<file path="config.mk">
export PLATFORM = sky130hd
export DESIGN_NAME = mem_access
export DESIGN_NICKNAME = d
export VERILOG_FILES = /design/src/rtl/mem_access.sv
export SDC_FILE = /design/constraint.sdc
export NUM_CORES = 1
export LEC_CHECK = 0
export ABC_AREA = 1
export BUFFER_PORTS_ARGS = -buffer_cell sky130_fd_sc_hd__buf_2
export CAP_MARGIN = 0
export CORE_AREA = 2 2 158 160
export DETAILED_ROUTE_END_ITERATION = 10
export DIE_AREA = 0 0 160 162
export PLACE_DENSITY = 0.75
export SYNTH_ARGS = -nofsm -noshare
export SYNTH_HDL_FRONTEND = slang
export SYNTH_SLANG_ARGS = --single-unit
</file>
<file path="constraint.sdc">
create_clock -name clk -period 4.45 [get_ports clk]
set_input_delay 0.2225 -clock clk [delete_from_list [all_inputs] [get_ports clk]]
set_output_delay 0.2225 -clock clk [all_outputs]
set_load 0.02 [all_outputs]
</file>
<file path="src/rtl/mem_access.sv">
// Memory-access stage: issues one data-bus request per load/store and
// aligns/extends the load result.
// Optional feature: define MEM_MISALIGN_CHECK_EN to complete misaligned ops
// locally (no bus request) and flag them on the misalign output.
module mem_access (
  input  logic        clk,
  input  logic        resetn,
  input  logic        in_valid,
  input  logic        mem_read,
  input  logic        mem_write,
  input  logic [1:0]  msize,
  input  logic        sign_ext,
  input  logic [63:0] addr,
  input  logic [63:0] wdata,
  output logic        dreq_valid,
  output logic [63:0] dreq_addr,
  output logic [2:0]  dreq_size,
  output logic [7:0]  dreq_strobe,
  output logic [63:0] dreq_data,
  input  logic        dresp_addr_ok,
  input  logic        dresp_data_ok,
  input  logic [63:0] dresp_data,
  output logic        stall,
  output logic        done,
  output logic [63:0] rdata
`ifdef MEM_MISALIGN_CHECK_EN
  ,
  output logic        misalign
`endif
);

  typedef enum logic [1:0] {StIdle, StReq, StWait, StDone} stateT;

  stateT       state, stateNext;
  logic        memOp;
  logic        misNew;
  logic        capture;
  logic [7:0]  strobeBase;
  logic [7:0]  strobeNew;
  logic [63:0] dataNew;
  logic [63:0] shifted;
  logic [63:0] loadResult;

  logic [63:0] addrReg;
  logic [1:0]  sizeReg;
  logic [7:0]  strobeReg;
  logic [63:0] dataReg;
  logic        signReg;
  logic        loadReg;
  logic [63:0] rdataReg;
`ifdef MEM_MISALIGN_CHECK_EN
  logic        misReg;
`endif

  assign memOp = in_valid & (mem_read | mem_write);

  // Decode size into the byte-enable pattern and the alignment check
  always_comb begin
    strobeBase = 8'h00;
    misNew     = 1'b0;
    unique case (msize)
      2'd0: begin strobeBase = 8'h01; misNew = 1'b0;         end
      2'd1: begin strobeBase = 8'h03; misNew = addr[0];      end
      2'd2: begin strobeBase = 8'h0F; misNew = |addr[1:0];   end
      2'd3: begin strobeBase = 8'hFF; misNew = |addr[2:0];   end
      default: begin strobeBase = 8'h00; misNew = 1'b0;     end
    endcase
  end

  // Both read and write high counts as a store; loads carry no byte enables
  assign strobeNew = mem_write ? (strobeBase << addr[2:0]) : 8'h00;
  assign dataNew   = wdata << {addr[2:0], 3'b000};

  // Align the returned word to bit 0, truncate to size and extend
  always_comb begin
    shifted    = dresp_data >> {addrReg[2:0], 3'b000};
    loadResult = 64'd0;
    unique case (sizeReg)
      2'd0: loadResult = signReg ? {{56{shifted[7]}}, shifted[7:0]}   : {56'd0, shifted[7:0]};
      2'd1: loadResult = signReg ? {{48{shifted[15]}}, shifted[15:0]} : {48'd0, shifted[15:0]};
      2'd2: loadResult = signReg ? {{32{shifted[31]}}, shifted[31:0]} : {32'd0, shifted[31:0]};
      2'd3: loadResult = shifted;
      default: loadResult = 64'd0;
    endcase
    if (!loadReg) loadResult = 64'd0;
  end

  // Next-state logic; capture marks the edge on which response data is taken
  always_comb begin
    stateNext = state;
    capture   = 1'b0;
    unique case (state)
      StIdle: begin
        if (memOp) begin
`ifdef MEM_MISALIGN_CHECK_EN
          stateNext = misNew ? StDone : StReq;
`else
          stateNext = StReq;
`endif
        end
      end
      StReq: begin
        if (dresp_addr_ok && dresp_data_ok) begin
          stateNext = StDone;
          capture   = 1'b1;
        end else if (dresp_addr_ok) begin
          stateNext = StWait;
        end
      end
      StWait: begin
        if (dresp_data_ok) begin
          stateNext = StDone;
          capture   = 1'b1;
        end
      end
      StDone:  stateNext = StIdle;
      default: stateNext = StIdle;
    endcase
  end

  // State register
  always_ff @(posedge clk or negedge resetn) begin
    if (!resetn) state <= StIdle;
    else         state <= stateNext;
  end

  // Latch the request fields when an op is accepted from IDLE
  always_ff @(posedge clk or negedge resetn) begin
    if (!resetn) begin
      addrReg   <= 64'd0;
      sizeReg   <= 2'd0;
      strobeReg <= 8'h00;
      dataReg   <= 64'd0;
      signReg   <= 1'b0;
      loadReg   <= 1'b0;
    end else if (state == StIdle && memOp) begin
      addrReg   <= addr;
      sizeReg   <= msize;
      strobeReg <= strobeNew;
      dataReg   <= dataNew;
      signReg   <= sign_ext;
      loadReg   <= ~mem_write;
    end
  end

  // Load result register: held until the next access completes
  always_ff @(posedge clk or negedge resetn) begin
    if (!resetn) begin
      rdataReg <= 64'd0;
    end else if (capture) begin
      rdataReg <= loadResult;
`ifdef MEM_MISALIGN_CHECK_EN
    end else if (state == StIdle && memOp && misNew) begin
      rdataReg <= 64'd0;
`endif
    end
  end

`ifdef MEM_MISALIGN_CHECK_EN
  // Remember whether the accepted op bypassed the bus
  always_ff @(posedge clk or negedge resetn) begin
    if (!resetn)                      misReg <= 1'b0;
    else if (state == StIdle && memOp) misReg <= misNew;
  end

  assign misalign = (state == StDone) & misReg;
`endif

  assign dreq_valid  = (state == StReq);
  assign dreq_addr   = addrReg;
  assign dreq_size   = {1'b0, sizeReg};
  assign dreq_strobe = strobeReg;
  assign dreq_data   = dataReg;
  // Gated by resetn so stall drops immediately while reset is asserted
  assign stall       = resetn & memOp & (state != StDone);
  assign done        = (state == StDone);
  assign rdata       = rdataReg;

endmodule

</file>
Word level (Yosys, flattened, before mapping)

Cells that the tools add are included.

Bits in registers: 206

Shift operators: 3
Reductions and logical operators: 6
Equal/unequal tests: 13
Muxes and demuxes: 15
Bitwise gates (word level): 5

Operators with widths:

| cell                                                             | count |
|---|---|
| 64-bit 2-to-1 mux                                                | 4 |
| 64-bit case mux with 4 select lines                              | 1 |
| 64-bit by 6-bit << shifter with 64-bit output                    | 1 |
| 64-bit by 6-bit >> shifter with 64-bit output                    | 1 |
| 8-bit case mux with 4 select lines                               | 1 |
| 2-bit == test (second input constant)                            | 6 |
| 2-bit 2-to-1 mux                                                 | 4 |
| 8-bit 2-to-1 mux                                                 | 1 |
| 2-bit case mux with 4 select lines                               | 1 |
| 8-bit by 3-bit << shifter with 8-bit output                      | 1 |
| 2-bit by 1-bit == test with 1-bit output (second input constant) | 3 |
| 2-bit zero test                                                  | 3 |
| 2-bit != test (second input constant)                            | 3 |
| 1-bit bitwise AND                                                | 3 |
| 3-bit by 1-bit != test with 1-bit output (second input constant) | 1 |
| 3-bit AND reduction                                              | 1 |
| 1-bit logical AND                                                | 2 |
| 1-bit 2-to-1 mux                                                 | 2 |
| 1-bit case mux with 2 select lines                               | 1 |
| 1-bit NOT                                                        | 1 |
| 1-bit OR                                                         | 1 |

Logic depth before layout (Yosys ltp)

Depth after elaboration: 4
Gate-level depth with buffers: 12
Gate-level depth less buffers: 10

Least setup slack after synthesis

No wires, ideal clock.

Path type: flip-flop to flip-flop
Start: register state[1]
End: register rdataReg[54] (netlist: rdata[54])
Path buffers: 2
Library setup time: 0.066 ns
Arrival: 1.823 ns
Data required time: 4.384 ns
Stages on the path, launching flop included: 13
Path slack: 2.561 ns
Path through: dfrtp_1 inv_1 ha_1 nand3_1 nand2_1 nand2_1 nor2_2 nand3_1 nand2_1 buf_6 buf_6 nand2_1 nand2_1

Cells in the longest elaborated chain, start to end: 2
Elaborated cells on any way between the ends: 3
Classes of those cells: eq/ne: 2; mux: 1

RTL lines:

| element                                  | RTL line | source |
|---|---|---|
| from (decl)                              | 34       | `stateT state, stateNext;` |
| from (signal assigned)                   | 123      | `if (!resetn) state <= StIdle;` |
| from (signal assigned)                   | 124      | `else state <= stateNext;` |
| 2-bit by 1-bit == test with 1-bit output | --       |  |
| via dreq_valid                           | 15       | `output logic dreq_valid,` |
| 1-bit case mux with 2 select lines       | 92       | `unique case (state)` |
| to (signal assigned)                     | 151      | `rdataReg <= loadResult;` |
| to (decl)                                | 50       | `logic [63:0] rdataReg;` |

The timed path passes the listed nets, and every way through them passes these cells.
A chain may end at the register's enable or synchronous reset.

Worst setup path in the final report

Start: register state[0]
End: register dataReg[14] (netlist: dreq_data[14])

Cells in the longest elaborated chain, start to end: 2

RTL lines:

| element              | RTL line | source |
|---|---|---|
| 2-bit zero test      | 136      | `end else if (state == StIdle && memOp) begin` |
| 1-bit logical AND    | 136      |  |
| to (signal assigned) | 140      | `dataReg <= dataNew;` |
| to (decl)            | 47       | `logic [63:0] dataReg;` |

Every way passes these cells.

==> impl_summary.txt <==
----------------------------------------------------
[Worst setup path]
  Worst Path Max Fanout ... 37
  CP Data Required Time ... 4.86 ns
  Startpoint class of the critical path ... flip-flop
  Arr. time, crit path ... 3.35 ns
  Internal reg-to-reg setup slack ... 1.51 ns
  CP cell instances ... inv_1 -> ha_1 -> nand3_4 -> nor2_4 -> inv_2 -> o21ai_0
  Element type at the critical path end ... flip-flop
  Critical path type ... reg -> reg
  Slowest stage cell, crit path ... sky130_fd_sc_hd__nor2_4
  Crit path largest cell delay ... 0.75 ns

[Synthesis]
  Share of synthesized cell area in and, or, nand and nor gates ... 0.378
  Largest family of logic cells by synthesized area ... simple AND/OR/NAND/NOR gates
  Share of the synthesized area in compound gates (AO/OA/AOI/OAI) ... 0.101
  Adder-Cell Fraction of Synth Area ... 0.00538
  Number of enable-type register cells in the synthesized netlist ... 0
  Mapped Area ... 11600 um^2
  Xor-xnor portion of the synthesized cell area ... 0
  Share of synthesized area occupied by flip-flops and latches ... 0.443
  Syn Nets ... 1901
  Commonest register cell after synthesis ... sky130_fd_sc_hd__dfrtp_1
  Average size of a mapped cell ... 6.87 um^2
  Synth warnings ... 0
  Synthesized flop and latch total ... 206
  Gate count of the mapped netlist ... 1694
  FFs w/ async S/R, synth ... 1.00
  Post-synth cell types ... 35
  Mux contribution to synthesized area ... 0.000861

[Place]
  Total half-perimeter wirelength after legalization and detailed placement ... 30.0 mm
  Cell count after placement ... 2323
  DP Worst Slack ... 1.53 ns
  Count of port buffers added during placement ... 406
  Final weighted congestion of routability-driven global placement ... 0.957
  Placed instance area ... 13600 um^2

[Layout]
  Number of cells in the finished layout apart from fillers ... 2447
  Filler cells ... 2211
  Most common cell after layout, fill and taps aside ... sky130_fd_sc_hd__nand2_1
  Area of the multi-input gates ... 5660 um^2
  Proportion of layout cells with a drive suffix above 1 ... 0.230
  Final core utilization ... 0.629
  Layout net count ... 2295
  Commonest non-fill, non-tap cells in the layout ... sky130_fd_sc_hd__nand2_1 (862), sky130_fd_sc_hd__buf_2 (405), sky130_fd_sc_hd__dfrtp_1 (205), sky130_fd_sc_hd__nand3_1 (185), sky130_fd_sc_hd__o21ai_0 (102)
  Synthesis-to-finish area growth ... 30.4%
  Non-Filler Cell Area, Final ... 15200 um^2
  Area taken by flip-flops and latches ... 5160 um^2

[Power]
  IR drop worst, VDD ... 0.410 mV
  Total power density per cell area ... 710 nW/um^2
  Overall power ... 10.8 mW
  Leak pwr ... 8.59 nW

[Routing]
  Iteration-0 DRC count of the detailed router ... 1423
  First-pass iteration count of the detailed router ... 5
  Drc violations ... 0
  Total vias in the final route ... 13200
  Detail-routed net length per standard cell ... 17.9 um
  DRT Wirelength ... 43.9 mm
  Average via count per standard cell ... 5.39
  DRT antenna net count ... 0

[Timing]
  Remaining max-slew budget at the tightest pin ... 0.367
  Setup TNS ... 0 ns
  Peak Freq ... 341 MHz
  Transition time at the pin with the least slew margin ... 0.948 ns
  Time the final worst path needs with I/O delays and setup ... 2.94 ns
  PnR worst setup slack ... 1.51 ns
  Final number of max-transition violations ... 0
  Endpoints failing setup ... 0
  Post-Route Hold Slack ... 0.0497 ns
  Final-report hold violation count ... 0
  Setup Skew ... 0.0181 ns
  Final Cycle Share ... 0.660
  RSZ-0062 raised after global routing ... false

[Clocking]
  Clock tree buffer depth ... 3
  Number of levels in the clock H-tree ... 1
  # resized after CTS ... 0
  Total clock buffers created by CTS ... 23
  Worst skew pair latency ... 0.52 ns
  TritonCTS clock tree ... built
  Clk pin slew, worst setup/hold paths ... 0.06 ns
  Clock tree root driver cell ... sky130_fd_sc_hd__clkbuf_16
  Clock net sink count ... 206
  Setup repair bufs after CTS ... 0

[Worst hold path]
  Worst Hold Class ... in -> reg

[Die]
  Horizontal die dimension ... 160 um
  Total core area ... 24100 um^2
  Starting density of the core ... 0.482
  Die boundary height ... 162 um
  Io pins ... 408
  Row Count ... 57
  Die area ... 25900 um^2

[Flow run]
  # Max-Cap Violations ... 0

[Global route]
  Vias in the first global route ... 12885
  Remaining global-route overflow ... 0
  Largest net degree at the start of global routing ... 95
  All-layer global routing usage ... 0.331
  First-pass GRT wire length ... 68.3 mm
  Number of antenna violations at the first check in global routing ... 23

[Run status]
  Run status ... complete, no violations

----------------------------------------------------
[registers in the layout, summed over array words and instances (netlist names)]
register	count
loadReg	1
dreq_strobe	8
sizeReg	2
dreq_data	64
state	2
signReg	1
rdata	64
dreq_addr	64
[worst paths after layout]
kind                                  startpoint                   endpoint  cells past startpoint
max reg2reg                 state[0]$_DFFE_PN0P_  dreq_data[14]$_DFFE_PN0P_                      6
min in group asynchronous                 resetn       rdata[4]$_DFFE_PN0P_                      2
max                         state[0]$_DFFE_PN0P_  dreq_data[14]$_DFFE_PN0P_                      6
min                                     wdata[4]   dreq_data[4]$_DFFE_PN0P_                      3
min reg2reg                rdata[24]$_DFFE_PN0P_      rdata[24]$_DFFE_PN0P_                      2
max in group asynchronous                 resetn  dreq_addr[15]$_DFFE_PN0P_                      3
[report_power, final]
group | switching (mW) | internal (mW)
combinational | 3.78 | 1.72
clock | 0.799 | 1.28
sequential | 0.511 | 2.68
total | 5.09 | 5.69
[per-layer routing]
metal	track usage	vias to the layer above	routed length (um)
met4	0.192	10	2590
met2	0.556	698	21000
met1	0.386	6106	16200
met5	0	-	70
met3	0.0850	158	4020
li1	-	6228	-
[Yosys cell counts, drive strengths merged (2+ instances only)]
cell type / n / share of area
nand3: 190 / 0.084
inv: 68 / 0.022
o21ai: 111 / 0.048
a22oi: 3 / 0.0019
a31oi: 8 / 0.0043
a22o: 7 / 0.0053
a21oi: 26 / 0.012
or2: 2 / 0.0011
nand2: 864 / 0.28
nor2: 36 / 0.013
o211ai: 29 / 0.019
ha: 5 / 0.0054
o221ai: 13 / 0.0098
buf: 58 / 0.029
clkbuf: 60 / 0.019
dfrtp: 206 / 0.44
[logic make-up (layout without fill, tap and decap cells)]
family                   after synthesis  after routing
buffers and inverters                187            597
AND/OR/NAND/NOR                     1094           1094
other                                  1             20
flip-flops                           206            206
AO/OA/AOI/OAI                        200            200
multiplexers                           1              1
adder cells (fa/ha/maj)                5              5
[final cells by class]
| class | instances | area share |
|---|---|---|
| Clock buffer | 31 | 0.0439 |
| Multi-Input combinational cell | 1301 | 0.373 |
| Tap cell | 324 | 0.0267 |
| Sequential cell | 206 | 0.340 |
| Clock inverter | 10 | 0.0110 |
| Inverter | 69 | 0.0171 |
| Antenna cell | 19 | 0.00313 |
| Timing Repair Buffer | 487 | 0.185 |
[critical path, delay by kind of cell (launching register included)]
kind / cells / cell delay [ns]
simple gates: 2 / 1.15
buf+inv: 2 / 0.65
flops: 1 / 0.42
fa+ha+maj: 1 / 0.25
compound gates: 1 / 0.33
[timing repair]
item / 4_1_cts / 5_1_grt
setup endpoints to repair: 0 / 0
hold endpoints to repair: 154 / 0
hold buffers: 64 / 0
Note: power is estimated with default switching activity, not from simulation.
